**src/rtl/spi_pkg.sv**
```systemverilog
// Shared types and defaults for the SPI master.
//   state_e            : transfer FSM states
//   Default*           : default parameter values for the top and its interface
package spi_pkg;

  typedef enum logic [2:0] {
    ST_IDLE,
    ST_SETUP,
    ST_CPHA_DLY,
    ST_P0,
    ST_P1,
    ST_TURN
  } state_e;

  localparam int DefaultWordLength = 24;
  localparam int DefaultNumCs      = 4;
  localparam int DefaultDvsrWidth  = 16;

endpackage

```
**src/rtl/spi_master_mcs_if.sv**
```systemverilog
// Bus front-end of the SPI master.
//   master modport : the register/bus side (drives word, config, start)
//   slave  modport : the SPI master block (returns dout, done tick, ready)
interface spi_master_mcs_if
  import spi_pkg::*;
#(
  parameter int WordLength = DefaultWordLength,
  parameter int NumCs      = DefaultNumCs,
  parameter int DvsrWidth  = DefaultDvsrWidth
) ();
  localparam int SelW = (NumCs > 1) ? $clog2(NumCs) : 1;

  logic [WordLength-1:0] din_i;
  logic [DvsrWidth-1:0]  dvsr_i;
  logic                  start_i;
  logic                  cpol_i;
  logic                  cpha_i;
  logic                  lsb_first_i;
  logic [SelW-1:0]       cs_sel_i;
  logic                  cs_hold_i;
  logic [WordLength-1:0] dout_o;
  logic                  spi_done_tick_o;
  logic                  ready_o;

  modport master (
    output din_i, dvsr_i, start_i, cpol_i, cpha_i, lsb_first_i, cs_sel_i, cs_hold_i,
    input  dout_o, spi_done_tick_o, ready_o
  );

  modport slave (
    input  din_i, dvsr_i, start_i, cpol_i, cpha_i, lsb_first_i, cs_sel_i, cs_hold_i,
    output dout_o, spi_done_tick_o, ready_o
  );
endinterface

```
**src/rtl/spi_half_cnt.sv**
```systemverilog
// Half-SCLK-period timer.
//   clk_i, rst_i : clock, synchronous active-low reset
//   load_i       : reload with dvsr_i (asserted on every state entry)
//   dvsr_i       : reload value; a state lasts dvsr_i+1 clocks
//   expire_o     : high on the last clock of the current state
module spi_half_cnt #(
  parameter int DvsrWidth = 16
) (
  input  logic                 clk_i,
  input  logic                 rst_i,
  input  logic                 load_i,
  input  logic [DvsrWidth-1:0] dvsr_i,
  output logic                 expire_o
);
  logic [DvsrWidth-1:0] cnt_q;

  always_ff @(posedge clk_i) begin
    if (!rst_i)      cnt_q <= '0;
    else if (load_i) cnt_q <= dvsr_i;
    else             cnt_q <= cnt_q - 1'b1;
  end

  assign expire_o = (cnt_q == '0);
endmodule

```
**src/rtl/spi_master_mcs.sv**
```systemverilog
// SPI master with runtime mode/bit order/divider and NumCs active-low selects.
//   clk_i, rst_i : clock, synchronous active-low reset
//   bus          : front-end handshake (din/config/start in, dout/done/ready out)
//   sclk_o       : SPI clock, idles at the latched CPOL
//   mosi_o       : SPI data out
//   miso_i       : SPI data in
//   cs_n_o       : chip selects, active-low; optionally held across words
module spi_master_mcs
  import spi_pkg::*;
#(
  parameter int WordLength = DefaultWordLength,
  parameter int NumCs      = DefaultNumCs,
  parameter int DvsrWidth  = DefaultDvsrWidth
) (
  input  logic             clk_i,
  input  logic             rst_i,
  spi_master_mcs_if.slave  bus,
  output logic             sclk_o,
  output logic             mosi_o,
  input  logic             miso_i,
  output logic [NumCs-1:0] cs_n_o
);
  localparam int SelW = (NumCs > 1) ? $clog2(NumCs) : 1;
  localparam int BitW = $clog2(WordLength);

  state_e                state_q;
  logic [WordLength-1:0] sreg_q, sreg_nxt, dout_q;
  logic [DvsrWidth-1:0]  dvsr_q, cnt_val;
  logic [SelW-1:0]       sel_q;
  logic [BitW-1:0]       bit_q;
  logic [NumCs-1:0]      cs_n_q;
  logic cpol_q, cpha_q, lsb_q, hold_q, held_q, turn_setup_q, miso_q, done_q;
  logic expire, tick, cnt_load, p;

  // Out-of-range selects decode to no line asserted.
  function automatic logic [NumCs-1:0] cs_decode(input logic [SelW-1:0] sel);
    logic [NumCs-1:0] v;
    v = '1;
    for (int i = 0; i < NumCs; i++)
      if (sel == SelW'(i)) v[i] = 1'b0;
    return v;
  endfunction

  // IDLE keeps reloading from the live input so the first state after
  // start already runs on the new divider.
  assign cnt_load = (state_q == ST_IDLE) | expire;
  assign cnt_val  = (state_q == ST_IDLE) ? bus.dvsr_i : dvsr_q;
  assign tick     = expire & (state_q != ST_IDLE);

  spi_half_cnt #(.DvsrWidth(DvsrWidth)) u_half_cnt (
    .clk_i   (clk_i),
    .rst_i   (rst_i),
    .load_i  (cnt_load),
    .dvsr_i  (cnt_val),
    .expire_o(expire)
  );

  // The sampled miso bit enters at the end opposite to the one driving mosi.
  assign sreg_nxt = lsb_q ? {miso_q, sreg_q[WordLength-1:1]}
                          : {sreg_q[WordLength-2:0], miso_q};

  always_ff @(posedge clk_i) begin
    if (!rst_i) begin
      state_q      <= ST_IDLE;
      sreg_q       <= '0;
      dout_q       <= '0;
      dvsr_q       <= '0;
      sel_q        <= '0;
      bit_q        <= '0;
      cs_n_q       <= '1;
      cpol_q       <= 1'b0;
      cpha_q       <= 1'b0;
      lsb_q        <= 1'b0;
      hold_q       <= 1'b0;
      held_q       <= 1'b0;
      turn_setup_q <= 1'b0;
      miso_q       <= 1'b0;
      done_q       <= 1'b0;
    end else begin
      done_q <= 1'b0;
      case (state_q)
        ST_IDLE: if (bus.start_i) begin
          sreg_q <= bus.din_i;
          dvsr_q <= bus.dvsr_i;
          cpol_q <= bus.cpol_i;
          cpha_q <= bus.cpha_i;
          lsb_q  <= bus.lsb_first_i;
          sel_q  <= bus.cs_sel_i;
          hold_q <= bus.cs_hold_i;
          bit_q  <= '0;
          if (!held_q) begin
            cs_n_q  <= cs_decode(bus.cs_sel_i);
            state_q <= ST_SETUP;
          end else if (bus.cs_sel_i == sel_q) begin
            // Slave already selected: no setup time needed.
            state_q <= bus.cpha_i ? ST_CPHA_DLY : ST_P0;
          end else begin
            // Drop the old slave, honour the CS-high gap, then select the new one.
            cs_n_q       <= '1;
            held_q       <= 1'b0;
            turn_setup_q <= 1'b1;
            state_q      <= ST_TURN;
          end
        end
        ST_SETUP:    if (tick) state_q <= cpha_q ? ST_CPHA_DLY : ST_P0;
        ST_CPHA_DLY: if (tick) state_q <= ST_P0;
        ST_P0: if (tick) begin
          miso_q  <= miso_i;
          state_q <= ST_P1;
        end
        ST_P1: if (tick) begin
          sreg_q <= sreg_nxt;
          if (bit_q == BitW'(WordLength - 1)) begin
            done_q <= 1'b1;
            dout_q <= sreg_nxt;
            if (hold_q) begin
              held_q  <= 1'b1;
              state_q <= ST_IDLE;
            end else begin
              cs_n_q       <= '1;
              held_q       <= 1'b0;
              turn_setup_q <= 1'b0;
              state_q      <= ST_TURN;
            end
          end else begin
            bit_q   <= bit_q + 1'b1;
            state_q <= ST_P0;
          end
        end
        ST_TURN: if (tick) begin
          if (turn_setup_q) begin
            cs_n_q       <= cs_decode(sel_q);
            turn_setup_q <= 1'b0;
            state_q      <= ST_SETUP;
          end else begin
            state_q <= ST_IDLE;
          end
        end
        default: state_q <= ST_IDLE;
      endcase
    end
  end

  // SCLK is active in P1 for CPHA=0 and in P0 for CPHA=1, inverted by CPOL.
  assign p      = ((state_q == ST_P1) & ~cpha_q) | ((state_q == ST_P0) & cpha_q);
  assign sclk_o = p ^ cpol_q;
  assign mosi_o = lsb_q ? sreg_q[0] : sreg_q[WordLength-1];
  assign cs_n_o = cs_n_q;

  assign bus.dout_o          = dout_q;
  assign bus.spi_done_tick_o = done_q;
  assign bus.ready_o         = (state_q == ST_IDLE);
endmodule

```
**src/flat_wrapper.sv**
```systemverilog
// flat-port wrapper written by rule: the top's interface ports become plain ports
module spi_master_mcs_flat import spi_pkg::*;
#(
  parameter int WordLength = DefaultWordLength,
  parameter int NumCs      = DefaultNumCs,
  parameter int DvsrWidth  = DefaultDvsrWidth
)
  (clk_i, rst_i, sclk_o, mosi_o, miso_i, cs_n_o, bus_din_i, bus_dvsr_i, bus_start_i, bus_cpol_i, bus_cpha_i, bus_lsb_first_i, bus_cs_sel_i, bus_cs_hold_i, bus_dout_o, bus_spi_done_tick_o, bus_ready_o);
  spi_master_mcs_if #(.WordLength(WordLength), .NumCs(NumCs), .DvsrWidth(DvsrWidth)) bus_i ();
  input  logic clk_i;
  input  logic rst_i;
  output logic sclk_o;
  output logic mosi_o;
  input  logic miso_i;
  output logic [NumCs-1:0] cs_n_o;
  input wire logic [$bits(bus_i.din_i)-1:0] bus_din_i;
  input wire logic [$bits(bus_i.dvsr_i)-1:0] bus_dvsr_i;
  input wire logic [$bits(bus_i.start_i)-1:0] bus_start_i;
  input wire logic [$bits(bus_i.cpol_i)-1:0] bus_cpol_i;
  input wire logic [$bits(bus_i.cpha_i)-1:0] bus_cpha_i;
  input wire logic [$bits(bus_i.lsb_first_i)-1:0] bus_lsb_first_i;
  input wire logic [$bits(bus_i.cs_sel_i)-1:0] bus_cs_sel_i;
  input wire logic [$bits(bus_i.cs_hold_i)-1:0] bus_cs_hold_i;
  output wire logic [$bits(bus_i.dout_o)-1:0] bus_dout_o;
  output wire logic [$bits(bus_i.spi_done_tick_o)-1:0] bus_spi_done_tick_o;
  output wire logic [$bits(bus_i.ready_o)-1:0] bus_ready_o;
  assign bus_i.din_i = bus_din_i;
  assign bus_i.dvsr_i = bus_dvsr_i;
  assign bus_i.start_i = bus_start_i;
  assign bus_i.cpol_i = bus_cpol_i;
  assign bus_i.cpha_i = bus_cpha_i;
  assign bus_i.lsb_first_i = bus_lsb_first_i;
  assign bus_i.cs_sel_i = bus_cs_sel_i;
  assign bus_i.cs_hold_i = bus_cs_hold_i;
  assign bus_dout_o = bus_i.dout_o;
  assign bus_spi_done_tick_o = bus_i.spi_done_tick_o;
  assign bus_ready_o = bus_i.ready_o;
  spi_master_mcs #(.WordLength(WordLength), .NumCs(NumCs), .DvsrWidth(DvsrWidth)) u_core (.clk_i(clk_i), .rst_i(rst_i), .bus(bus_i), .sclk_o(sclk_o), .mosi_o(mosi_o), .miso_i(miso_i), .cs_n_o(cs_n_o));
endmodule
```
**config.mk**
```make
export PLATFORM = sky130hd
export DESIGN_NAME = spi_master_mcs_flat
export DESIGN_NICKNAME = d
export VERILOG_FILES = /design/src/rtl/spi_pkg.sv /design/src/rtl/spi_master_mcs_if.sv /design/src/rtl/spi_half_cnt.sv /design/src/rtl/spi_master_mcs.sv /design/src/flat_wrapper.sv
export SDC_FILE = /design/constraint.sdc
export NUM_CORES = 1
export LEC_CHECK = 0
export BUFFER_PORTS_ARGS = -buffer_cell sky130_fd_sc_hd__buf_2
export CAP_MARGIN = 20
export CORE_UTILIZATION = 31
export CTS_BUF_LIST = sky130_fd_sc_hd__clkbuf_2 sky130_fd_sc_hd__clkbuf_4 sky130_fd_sc_hd__clkbuf_8
export DETAILED_ROUTE_END_ITERATION = 8
export SLEW_MARGIN = 5
export SYNTH_ARGS = -nofsm -noshare
export SYNTH_HDL_FRONTEND = slang
export SYNTH_HIERARCHICAL = 1
export SYNTH_SLANG_ARGS = --single-unit
```
**constraint.sdc**
```tcl
create_clock -name clk_i -period 3.15 [get_ports clk_i]
set_input_delay 0.315 -clock clk_i [delete_from_list [all_inputs] [get_ports clk_i]]
set_output_delay 0.315 -clock clk_i [all_outputs]
set_load 0.05 [all_outputs]
```
# Word-level counts from Yosys, hierarchy flattened

Cells that the tools add are included.

Bitwise logic cells: 7
$add $sub $neg: 2
Reductions and logical operators: 17
Mux-type cells: 58
Equality and inequality tests: 26

Operators with widths:

| kind                  | number |
|---|---|
| $mux 24               | 3 |
| $pmux 24 s2           | 1 |
| $mux 16               | 2 |
| $mux 4                | 8 |
| $mux 3                | 10 |
| $mux 1                | 26 |
| $pmux 3 s6            | 1 |
| $logic_not 16->1      | 1 |
| $ne 2x1->1 const B    | 8 |
| $reduce_and 8->1      | 2 |
| $sub 16x1->16 const B | 1 |
| $mux 5                | 3 |
| $pmux 4 s3            | 1 |
| $pmux 5 s2            | 1 |
| $reduce_and 3->1      | 3 |
| $eq 2x2->1 const B    | 4 |
| $ne 2x2->1 const B    | 4 |
| $reduce_and 4->1      | 2 |
| $eq 3x2->1 const B    | 2 |
| $eq 3x3->1 const B    | 2 |
| $reduce_and 6->1      | 1 |
| $reduce_bool 3->1     | 2 |
| $add 5x1->5 const B   | 1 |
| $eq 5x5->1 const B    | 1 |
| 14 further kinds      | 20 |

Logic and storage cells: 126
Input bits: 50
Flip-flop bits (word level): 102
Output and inout port bits: 32

# Longest topological paths before layout

Gate-level depths: netlist (run 1).

Depth after elaboration: 5
Gate-level depth with buffers: 12
Gate-level depth less buffers: 10

# Modules after synthesis

Netlist (run 1), hierarchy kept.

By module, submodules not included:

| module         | area each (um^2) | cells an instance | times used |
|---|---|---|---|
| spi_master_mcs | 4052.6           | 513               | 1 |
| spi_half_cnt   | 844.6            | 100               | 1 |

# Least setup slack after synthesis (run 1)

OpenSTA, ideal clock, no wires.

Path kind: reg2reg
Start: register u_core.u_half_cnt.cnt_q[6]
End: register u_core.cs_n_q[0] (netlist: u_core/cs_n_o[0])
Arrival time: 2.962 ns
Path slack: 0.065 ns
Stages on the path, launching flop included: 9
Required time: 3.028 ns
Path buffers: 0
Cell sequence: dfxtp_1 > or4_4 > nor2_1 > nand3_1 > nor4_1 > a21oi_1 > a2111oi_4 > a21boi_1 > a311o_1

Longest elaborated chain between the ends: 4
Elaborated cells on any way between the ends: 5
Classes of those cells: eq/ne: 2; bitwise: 1; reduce/logical: 2

RTL lines:

| item                           | RTL line              | source |
|---|---|---|
| start: declaration             | spi_half_cnt.sv:15    | `logic [DvsrWidth-1:0] cnt_q;` |
| start signal: assignment       | spi_half_cnt.sv:19    | `else if (load_i) cnt_q <= dvsr_i;` |
| start signal: assignment       | spi_half_cnt.sv:20    | `else cnt_q <= cnt_q - 1'b1;` |
| $logic_not 16->1 (*)           | spi_half_cnt.sv:23    | `assign expire_o = (cnt_q == '0);` |
| named net u_core.expire        | spi_master_mcs.sv:33  | `logic expire, tick, cnt_load, p;` |
| $and 1x1->1 (*)                | spi_master_mcs.sv:48  | `assign tick = expire & (state_q != ST_IDLE);` |
| $ne 2x1->1 (no line)           | n/a                   |  |
| $reduce_and 8->1 (no line) (*) | n/a                   |  |
| end signal: assignment         | spi_master_mcs.sv:92  | `cs_n_q <= cs_decode(bus.cs_sel_i);` |
| end signal: assignment         | spi_master_mcs.sv:132 | `cs_n_q <= cs_decode(sel_q);` |
| end: declaration               | spi_master_mcs.sv:31  | `logic [NumCs-1:0] cs_n_q;` |

Mark *: on every way through the listed nets, which the timed path passes. The rest lies on a longest branch.
A chain may end at the register's enable or synchronous reset.

# Worst setup path in the final report (run 1)

Start: register u_core.u_half_cnt.cnt_q[6]
End: register u_core.cs_n_q[3] (netlist: u_core/cs_n_o[3])

Same word-level chain as after synthesis.

==> results of run 1 <==
## flip-flops by register name (all words and copies together) (netlist names), 2 cells and up
| name | flops |
|---|---|
| u_core/bit_q | 5 |
| u_core/bus.dout_o | 24 |
| u_core/cs_n_o | 4 |
| u_core/dvsr_q | 16 |
| u_core/sel_q | 2 |
| u_core/sreg_q | 24 |
| u_core/state_q | 3 |
| u_core/u_half_cnt/cnt_q | 16 |
## cells in the mapped netlist (all sizes together) (2+ instances only)
cell type	number	area share
xnor2	9	0.016
a22oi	2	0.0031
a21boi	4	0.0061
a311o	4	0.0082
and2	5	0.0064
a31oi	4	0.0051
ha	2	0.0051
nor2b	2	0.0026
nand4b	5	0.0089
xor2	9	0.016
nor3b	3	0.0066
a21oi	66	0.068
a211oi	48	0.074
o221a	2	0.0046
inv	8	0.0061
dfxtp	102	0.42
nand2	103	0.079
mux2i	26	0.053
buf	21	0.021
nand4	2	0.0026
or4	3	0.0061
nor2	93	0.071
clkbuf	22	0.017
nor4	6	0.012
nor3	11	0.013
nand3	10	0.010
o21ai	20	0.020
## worst max-delay path, stage by stage, from the launching register on
cell	delay, ns
dfxtp_1	0.37
or4_4	0.57
nor2_1	0.10
nand3_1	0.07
nor4_1	0.21
buf_4	0.21
a21oi_1	0.11
a2111oi_4	0.64
a21boi_1	0.13
a311o_1	0.33
## final timing paths
path / endpoint / slack (ns) / cells past startpoint
max: u_core/cs_n_o[3] / 0.30 / 9
min: u_core/miso_q / 0.16 / 3
max reg2reg: u_core/cs_n_o[3] / 0.30 / 9
min reg2reg: u_core/dvsr_q[8] / 0.46 / 2
## layer usage
metal / global-route usage / vias to the layer above
met5: 0 / -
met4: 0.03668 / 0
met3: 0.05008 / 7
met2: 0.2337 / 112
li1: - / 2280
met1: 0.2111 / 2009
## report_power, final
part	switching, mW	internal [mW]
sequential	0.262	1.59
combinational	1.49	0.879
clock	0.479	0.339
## cell families after synthesis
family / after synthesis / share of synthesized area
simple gates: 250 / 0.2305
compound gates: 162 / 0.2151
flops: 102 / 0.4170
buf+inv: 52 / 0.04471
mux: 27 / 0.05544
xor+xnor: 18 / 0.03219
fa+ha+maj: 2 / 0.005109
## layout by cell type (no fill, tap or decap), types with 2 or more instances in the layout
cell type / Yosys / routed
a31oi_1: 4 / 4
inv_1: 6 / 6
buf_2: 13 / 81
dfxtp_1: 102 / 102
a311o_1: 4 / 4
or4_4: 2 / 2
o21ai_0: 20 / 20
clkbuf_8: 0 / 11
mux2i_1: 26 / 26
a21boi_1: 4 / 4
a211oi_1: 48 / 48
xnor2_1: 9 / 9
o221a_2: 2 / 2
a22oi_1: 2 / 2
nor3_1: 9 / 9
nand2_1: 103 / 103
ha_1: 2 / 2
nand3_1: 10 / 10
and2_1: 4 / 4
nor2_1: 93 / 93
nor2b_1: 2 / 2
nand4b_1: 5 / 5
nor3b_2: 2 / 3
buf_4: 2 / 16
nand4_1: 2 / 2
a21oi_1: 65 / 65
nor4_1: 4 / 4
inv_2: 2 / 2
xor2_1: 9 / 9
## metrics by stage
stage	instance area, um^2	cells	hold WS, ns	utilization	setup slack [ns]
after floorplan	4897	613	0.4325	-	0.06544
after global placement	5534	879	0.4413	0.3614	0.3473
after detailed placement	5534	879	0.4487	0.3614	0.3023
after CTS	5727	895	0.1335	0.3739	0.2784
after global routing	5727	895	0.1560	0.3739	0.02700
final	5729	896	0.1560	0.3741	0.2998
## area by class of cell
cell class	instances	area, um^2
fill	1633	9585
clock buffer	11	151.4
multi-input combinational	459	2649
tap	211	264.0
clock inverter	5	41.29
sequential	102	2042
inverter	9	33.78
antenna	1	2.502
timing repair buffer	98	545.5
==> results.ini, run 1 <==
[outcome]
status = complete, no violations

[die]
initial_core_util = 0.3198
ios = 82
rows = 45
dieWidth_um = 127.7
dieArea_um2 = 16300
die_h_um = 127.7
core_area_um2 = 15310

[logic_synthesis]
synth_fp_nets = 665
syn_area_um2 = 4897
syn_inst = 613
async_reset_ff_frac = 0
yosysUniqueCellTypes = 58
synth_edf_count = 0
ys_warn_count = 6
synth_area_per_cell_um2 = 7.989
ys_seq_elements = 102
yosysSeqAreaShare = 0.4170
synth_flop_cell = dfxtp_1

[setup_path]
critPathMaxFanout = 10
cp-start-kind = register
worstPathRequired_ns = 3.43
critPathKind = register to register
critPathArrivalTime_ns = 3.13
worstSetupStartpoint = u_core/u_half_cnt/cnt_q[6]
timing.rr.start = u_core/u_half_cnt/cnt_q[6]
endpoint_kind = register

[timing]
worstMarginPinSlew_ns = 0.9157
setup_viol_count_final = 0
rsz0062_at_grt = false
hold_viol_final = 0
setup_tns_ns = 0
relSlewSlack = 0.3880
period_needed_ns = 2.850
fmax_mhz = 350.9
finalCritPeriodShare = 0.9048
drv_slew = 0
fin_worst_skew_ns = 0.01280

[drt]
vias_per_cell = 4.920
postRouteAntennaNets = 0
routed_wirelength_um = 12140
wl_met3_um = 713
first_pass_iters = 4
maxUsedRoutingLayer = met4
drc = 0
wire_per_inst_um = 13.55
first_iter_violations = 220
route.met2.wl_um = 5297
vias = 4408
m1WireLength_um = 6072

[grt]
grt_pass1_vias = 4013
antenna_found_initial = 0
grt_max_degree = 49
grt_usage = 0.1540
grt_first_pass_wirelength_um = 20010
grt.overflow.total = 0

[worst_hold_path]
hp-start = miso_i
hold_path.class = input port to register

[pwr]
power.total_mw = 5.044
power_density_nw_per_um2 = 880.4
leakagePower_nw = 2.232
ir_drop_mv = 0.3010

[job]
maxCapViolCount = 0

[clocking]
postCtsSetupRepairBufs = 0
cts_resized = 0
cts.htree.levels = 3
cts_tree = yes
clk_pin_slew_ns = 0.09
clk_path_buf_depth = 2
clock-sinks = 102
holdBufCountCts = 0
cts_root_buf = clkbuf_8
cts_made_buffers = 9
insertion_delay_ns = 0.39

[layout]
final_nets = 731
areaGrowthSynthToFinish_pct = 16.99
final_layout_size_suffix_gt1_frac = 0.1944

[place]
port_buffers = 81
hpwl_um = 8062
globalplace.congestion = 0.8047

Note: power is estimated with default switching activity, not from simulation.
==> run 2: changes to the inputs <==
--- a/config.mk
+++ b/config.mk
@@ -7,9 +7,12 @@
 export LEC_CHECK = 0
 export BUFFER_PORTS_ARGS = -buffer_cell sky130_fd_sc_hd__buf_2
 export CAP_MARGIN = 20
+export CELL_PAD_IN_SITES_DETAIL_PLACEMENT = 0
+export CELL_PAD_IN_SITES_GLOBAL_PLACEMENT = 1
 export CORE_UTILIZATION = 31
 export CTS_BUF_LIST = sky130_fd_sc_hd__clkbuf_2 sky130_fd_sc_hd__clkbuf_4 sky130_fd_sc_hd__clkbuf_8
 export DETAILED_ROUTE_END_ITERATION = 8
+export PLACE_DENSITY_LB_ADDON = 0.1
 export SLEW_MARGIN = 5
 export SYNTH_ARGS = -nofsm -noshare
 export SYNTH_HDL_FRONTEND = slang
==> run 2 against run 1 <==
First-iteration DRC count up 29%. Highest routed layer unchanged. Global-route usage up 1.1 points. Largest cell class unchanged. Flip-flop and latch count unchanged. Sequential power up 3%. Non-clock buffer count down 3. Largest power group unchanged.
==> results.ini, run 2 (synthesis results as in run 1) <==
[outcome]
status = complete, no violations

[setup_path]
path_buf_inv = 1
crit_chain = or4_4, nor2_1, nand3_1, nor4_1, buf_4, a21oi_1, a2111oi_4, a21boi_1, a311o_1
critPathMaxFanout = 10
endpoint_kind = register
critPathMaxStageDelay_ns = 0.59
crit_family = compound AO/OA/AOI/OAI gates
worstPathRequired_ns = 3.42
critPathArrivalTime_ns = 3.12
slowest_stage = a2111oi_4
r2r_end = u_core/cs_n_o[1]
critPathKind = register to register
worst-r2r-cell-count = 9
timing.rr.start = u_core/u_half_cnt/cnt_q[6]
cp-start-kind = register
ff2ff_setup_slack_ns = 0.30

[die]
dieArea_um2 = 16300
die_h_um = 127.7
rows = 45
initial_core_util = 0.3198
dieWidth_um = 127.7
ios = 82
core_area_um2 = 15310

[clocking]
cts_made_buffers = 9
clk_pin_slew_ns = 0.10
cts_resized = 0
cts_tree = yes
cts.htree.levels = 3
postCtsSetupRepairBufs = 0
holdBufCountCts = 0
cts_root_buf = clkbuf_8
clock-sinks = 102
insertion_delay_ns = 0.38
clk_path_buf_depth = 2

[drt]
first_pass_iters = 4
wire_per_inst_um = 14.69
vias = 4448
vias_per_cell = 4.987
routed_wirelength_um = 13110
first_iter_violations = 284
drc = 0
postRouteAntennaNets = 0

[timing]
setup_viol_count_final = 0
worstMarginPinSlew_ns = 0.9564
fin_worst_skew_ns = 0.009131
drv_slew = 0
finalCritPeriodShare = 0.9052
setup_tns_ns = 0
period_needed_ns = 2.851
fmax_mhz = 350.7
relSlewSlack = 0.3608
hold_viol_final = 0
rsz0062_at_grt = false

[grt]
grt.overflow.total = 0
antenna_found_initial = 0
grt_first_pass_wirelength_um = 21330
grt_usage = 0.1652
grt_max_degree = 61
grt_util_met1 = 0.2231
grt.met3_usage = 0.04466
met2_usage = 0.2639
grt_pass1_vias = 4199
top_usage_layer = met2

[layout]
antennaDiodeCount = 0
fin_cells = 892
final_layout_size_suffix_gt1_frac = 0.1909
final_nets = 728
multi_input_area_um2 = 2649
layout_common_cells = 103 x nand2_1, 102 x dfxtp_1, 93 x nor2_1
fill_cells = 1654
areaGrowthSynthToFinish_pct = 18.06
final_common_cell = nand2_1
regArea_um2 = 2042

[place]
globalplace.congestion = 0.8037
hpwl_um = 8773
dp.cells = 876
port_buffers = 81

[worst_hold_path]
hold_path.class = input port to register
hold_path_end = u_core/hold_q
whs_path_depth = 3
hp-start = bus_cs_hold_i

[pwr]
leakagePower_nw = 2.253
power_density_nw_per_um2 = 918.4
ir_drop_mv = 0.3583

[job]
maxCapViolCount = 0

[run 2: cell count changes in the layout (fill, tap and decap cells not counted), sizes merged]
cell	previous run	this run
clkinv	3	2
clkinvlp	1	0
bufinv	0	3
buf	98	95
inv	10	9
diode	1	0
[run 2: worst max-delay path by stage]
stage                                           from               end  slack (ns)  depth (start not counted)
after floorplan           u_core/u_half_cnt/cnt_q[6]  u_core/cs_n_o[0]        0.07                          8
after global placement    u_core/u_half_cnt/cnt_q[6]  u_core/cs_n_o[3]        0.38                          9
after detailed placement  u_core/u_half_cnt/cnt_q[6]  u_core/cs_n_o[1]        0.29                          9
after CTS                 u_core/u_half_cnt/cnt_q[6]  u_core/cs_n_o[1]        0.23                          9
after global routing      u_core/u_half_cnt/cnt_q[6]  u_core/cs_n_o[1]       0.007                          9
final                     u_core/u_half_cnt/cnt_q[6]  u_core/cs_n_o[1]        0.30                          9
[run 2: metrics by stage]
step	hold WS [ns]	total power [mW]	utilization	worst slack, ns	cell area [um^2]
6_report	0.1726	5.310	0.3775	0.2986	5782
5_1_grt	0.1589	5.729	0.3775	0.007108	5782
4_1_cts	0.1441	5.372	0.3775	0.2336	5782
3_5_place_dp	0.4471	4.312	0.3615	0.2922	5537
3_3_place_gp	0.4420	4.290	0.3615	0.3784	5537
2_1_floorplan	0.4325	3.662	-	0.06544	4897
[run 2: routing by layer]
metal	routed length [um]	vias up
met2	5943	85
met1	6463	2079
met5	0	-
met3	596	6
li1	-	2278
met4	104	0
[run 2: worst register-to-register path, delay by kind of cell, from the launching register on]
kind | cells | cell delay (ns)
buffers and inverters | 1 | 0.21
AND/OR/NAND/NOR | 4 | 0.96
AO/OA/AOI/OAI | 4 | 1.20
flip-flops | 1 | 0.37
[run 2: where the power goes]
group | internal (mW) | switching (mW)
clock | 0.551 | 0.476
combinational | 0.892 | 1.48
sequential | 1.59 | 0.318
total | 3.03 | 2.28
[run 2: area by class of cell]
type,count,area share
clock inverter,5,0.01839
multi-input combinational,459,0.4581
tap,211,0.04566
clock buffer,11,0.02402
timing repair buffer,95,0.09478
sequential,102,0.3532
inverter,9,0.005843
==> run 3: changes to the inputs <==
--- a/config.mk
+++ b/config.mk
@@ -12,7 +12,7 @@
 export CORE_UTILIZATION = 31
 export CTS_BUF_LIST = sky130_fd_sc_hd__clkbuf_2 sky130_fd_sc_hd__clkbuf_4 sky130_fd_sc_hd__clkbuf_8
 export DETAILED_ROUTE_END_ITERATION = 8
-export PLACE_DENSITY_LB_ADDON = 0.1
+export PLACE_DENSITY = 0.62
 export SLEW_MARGIN = 5
 export SYNTH_ARGS = -nofsm -noshare
 export SYNTH_HDL_FRONTEND = slang
==> run 3 against run 2 <==
Sequential power hardly changed. Worst hold slack better by 0.0011 ns. Clock skew is 0.0038 ns higher. Critical path depth stayed put. Via count is 0.36% lower. Combinational power is 2% lower. Register-to-register slack worse by 0.03 ns. Largest cell class unchanged. Largest power group unchanged. Highest routed layer unchanged.
==> results.ini, run 3 (synthesis results as in run 1) <==
[setup_path]
ff2ff_setup_slack_ns = 0.27
critPathArrivalTime_ns = 3.14
path_buf_inv = 1
worstPathRequired_ns = 3.41
worstSetupStartpoint = u_core/u_half_cnt/cnt_q[6]
crit_family = compound AO/OA/AOI/OAI gates
timing.rr.start = u_core/u_half_cnt/cnt_q[6]
endpoint_kind = register
cp-start-kind = register
critPathKind = register to register
crit_chain = or4_4, nor2_1, nand3_1, nor4_1, buf_4, a21oi_1, a2111oi_4, a21boi_1, a311o_1
critPathMaxStageDelay_ns = 0.65
slowest_stage = a2111oi_4
critPathMaxFanout = 10

[drt]
vias_per_cell = 4.985
first_pass_iters = 5
drc = 0
wire_per_inst_um = 14.55
postRouteAntennaNets = 0
vias = 4432
first_iter_violations = 207
routed_wirelength_um = 12930

[pwr]
ir_drop_mv = 0.3119
leakagePower_nw = 2.224
power_density_nw_per_um2 = 895.5

[worst_hold_path]
hp-start = bus_dvsr_i[12]
hold_path.class = input port to register

[clocking]
cts_root_buf = clkbuf_8
clk_pin_slew_ns = 0.10
clock-sinks = 102
clk_path_buf_depth = 2
cts_made_buffers = 9
cts_tree = yes
insertion_delay_ns = 0.38
postCtsSetupRepairBufs = 0
holdBufCountCts = 0
cts_resized = 0
cts.htree.levels = 3

[timing]
drv_slew = 0
hold_viol_final = 0
rsz0062_at_grt = false
period_needed_ns = 2.877
fin_worst_skew_ns = 0.01293
worstMarginPinSlew_ns = 0.9277
relSlewSlack = 0.3800
setup_viol_count_final = 0
finalCritPeriodShare = 0.9133
setup_tns_ns = 0
fmax_mhz = 347.6

[layout]
layout_common_cells = 103 x nand2_1, 102 x dfxtp_1, 93 x nor2_1
fin_cells = 889
areaGrowthSynthToFinish_pct = 17.19
antennaDiodeCount = 0
final_nets = 726
final_common_cell = nand2_1
final_layout_size_suffix_gt1_frac = 0.1858

[die]
initial_core_util = 0.3198
dieArea_um2 = 16300
core_area_um2 = 15310
rows = 45
ios = 82
die_h_um = 127.7
dieWidth_um = 127.7

[grt]
grt_pass1_vias = 4146
grt_first_pass_wirelength_um = 21190
grt_usage = 0.1638
antenna_found_initial = 0
grt.overflow.total = 0
grt_max_degree = 60

[place]
hpwl_um = 8608
port_buffers = 81
dp.cells = 874
globalplace.congestion = 0.7574

[job]
maxCapViolCount = 0

[outcome]
status = complete, no violations

run 3: cell count changes in the layout (fill, tap and decap cells not counted), sizes merged:
cell,change
bufinv,-2
buf,-2
clkinvlp,+1
run 3: cell type report:
cell class,count,area (um^2)
clock buffers,11,151.4
inverters,9,33.78
clock inverters,4,55.05
fillers,1639,9575
repair buffers,93,545.5
multi-input cells,459,2648
well taps,211,264.0
flip-flops and latches,102,2042
run 3: worst paths after layout:
check	end	cells past startpoint
worst max-delay path	u_core/cs_n_o[0]	9
worst min-delay path	u_core/dvsr_q[12]	3
worst min register to register	u_core/dvsr_q[12]	2
worst max register to register	u_core/cs_n_o[0]	9
run 3: where the power goes:
part	total (mW)	switching, mW	internal [mW]
clock network	0.882	0.471	0.411
logic	2.34	1.46	0.880
registers	1.92	0.331	1.59
total	5.14	2.26	2.88
run 3: stage by stage:
| stage | worst slack, ns | hold WS [ns] | power [mW] | utilization | instance area, um^2 |
|---|---|---|---|---|---|
| 6_report | 0.2730 | 0.1737 | 5.139 | 0.3748 | 5739 |
| 3_5_place_dp | 0.2757 | 0.4467 | 4.295 | 0.3613 | 5533 |
| 2_1_floorplan | 0.06544 | 0.4325 | 3.662 | - | 4897 |
| 3_3_place_gp | 0.2931 | 0.4430 | 4.266 | 0.3613 | 5533 |
| 5_1_grt | 0.03276 | 0.1535 | 5.570 | 0.3748 | 5739 |
| 4_1_cts | 0.2420 | 0.1485 | 5.204 | 0.3748 | 5739 |
run 3: routing by layer:
metal  vias up  part of all wire  global-route usage  wire length, um
met3        10             0.039             0.04132              502
met5         -                 0                   0                0
met2        91              0.45              0.2610             5763
li1       2268                 -                   -                -
met4         0            0.0073             0.03945               95
met1      2063              0.51              0.2219             6573
run 3: worst reg2reg max path: cells and delay by family, from the launching register on:
family / cells / cell delay, ns
compound gates: 4 / 1.23
simple gates: 4 / 0.94
flops: 1 / 0.38
buf+inv: 1 / 0.21
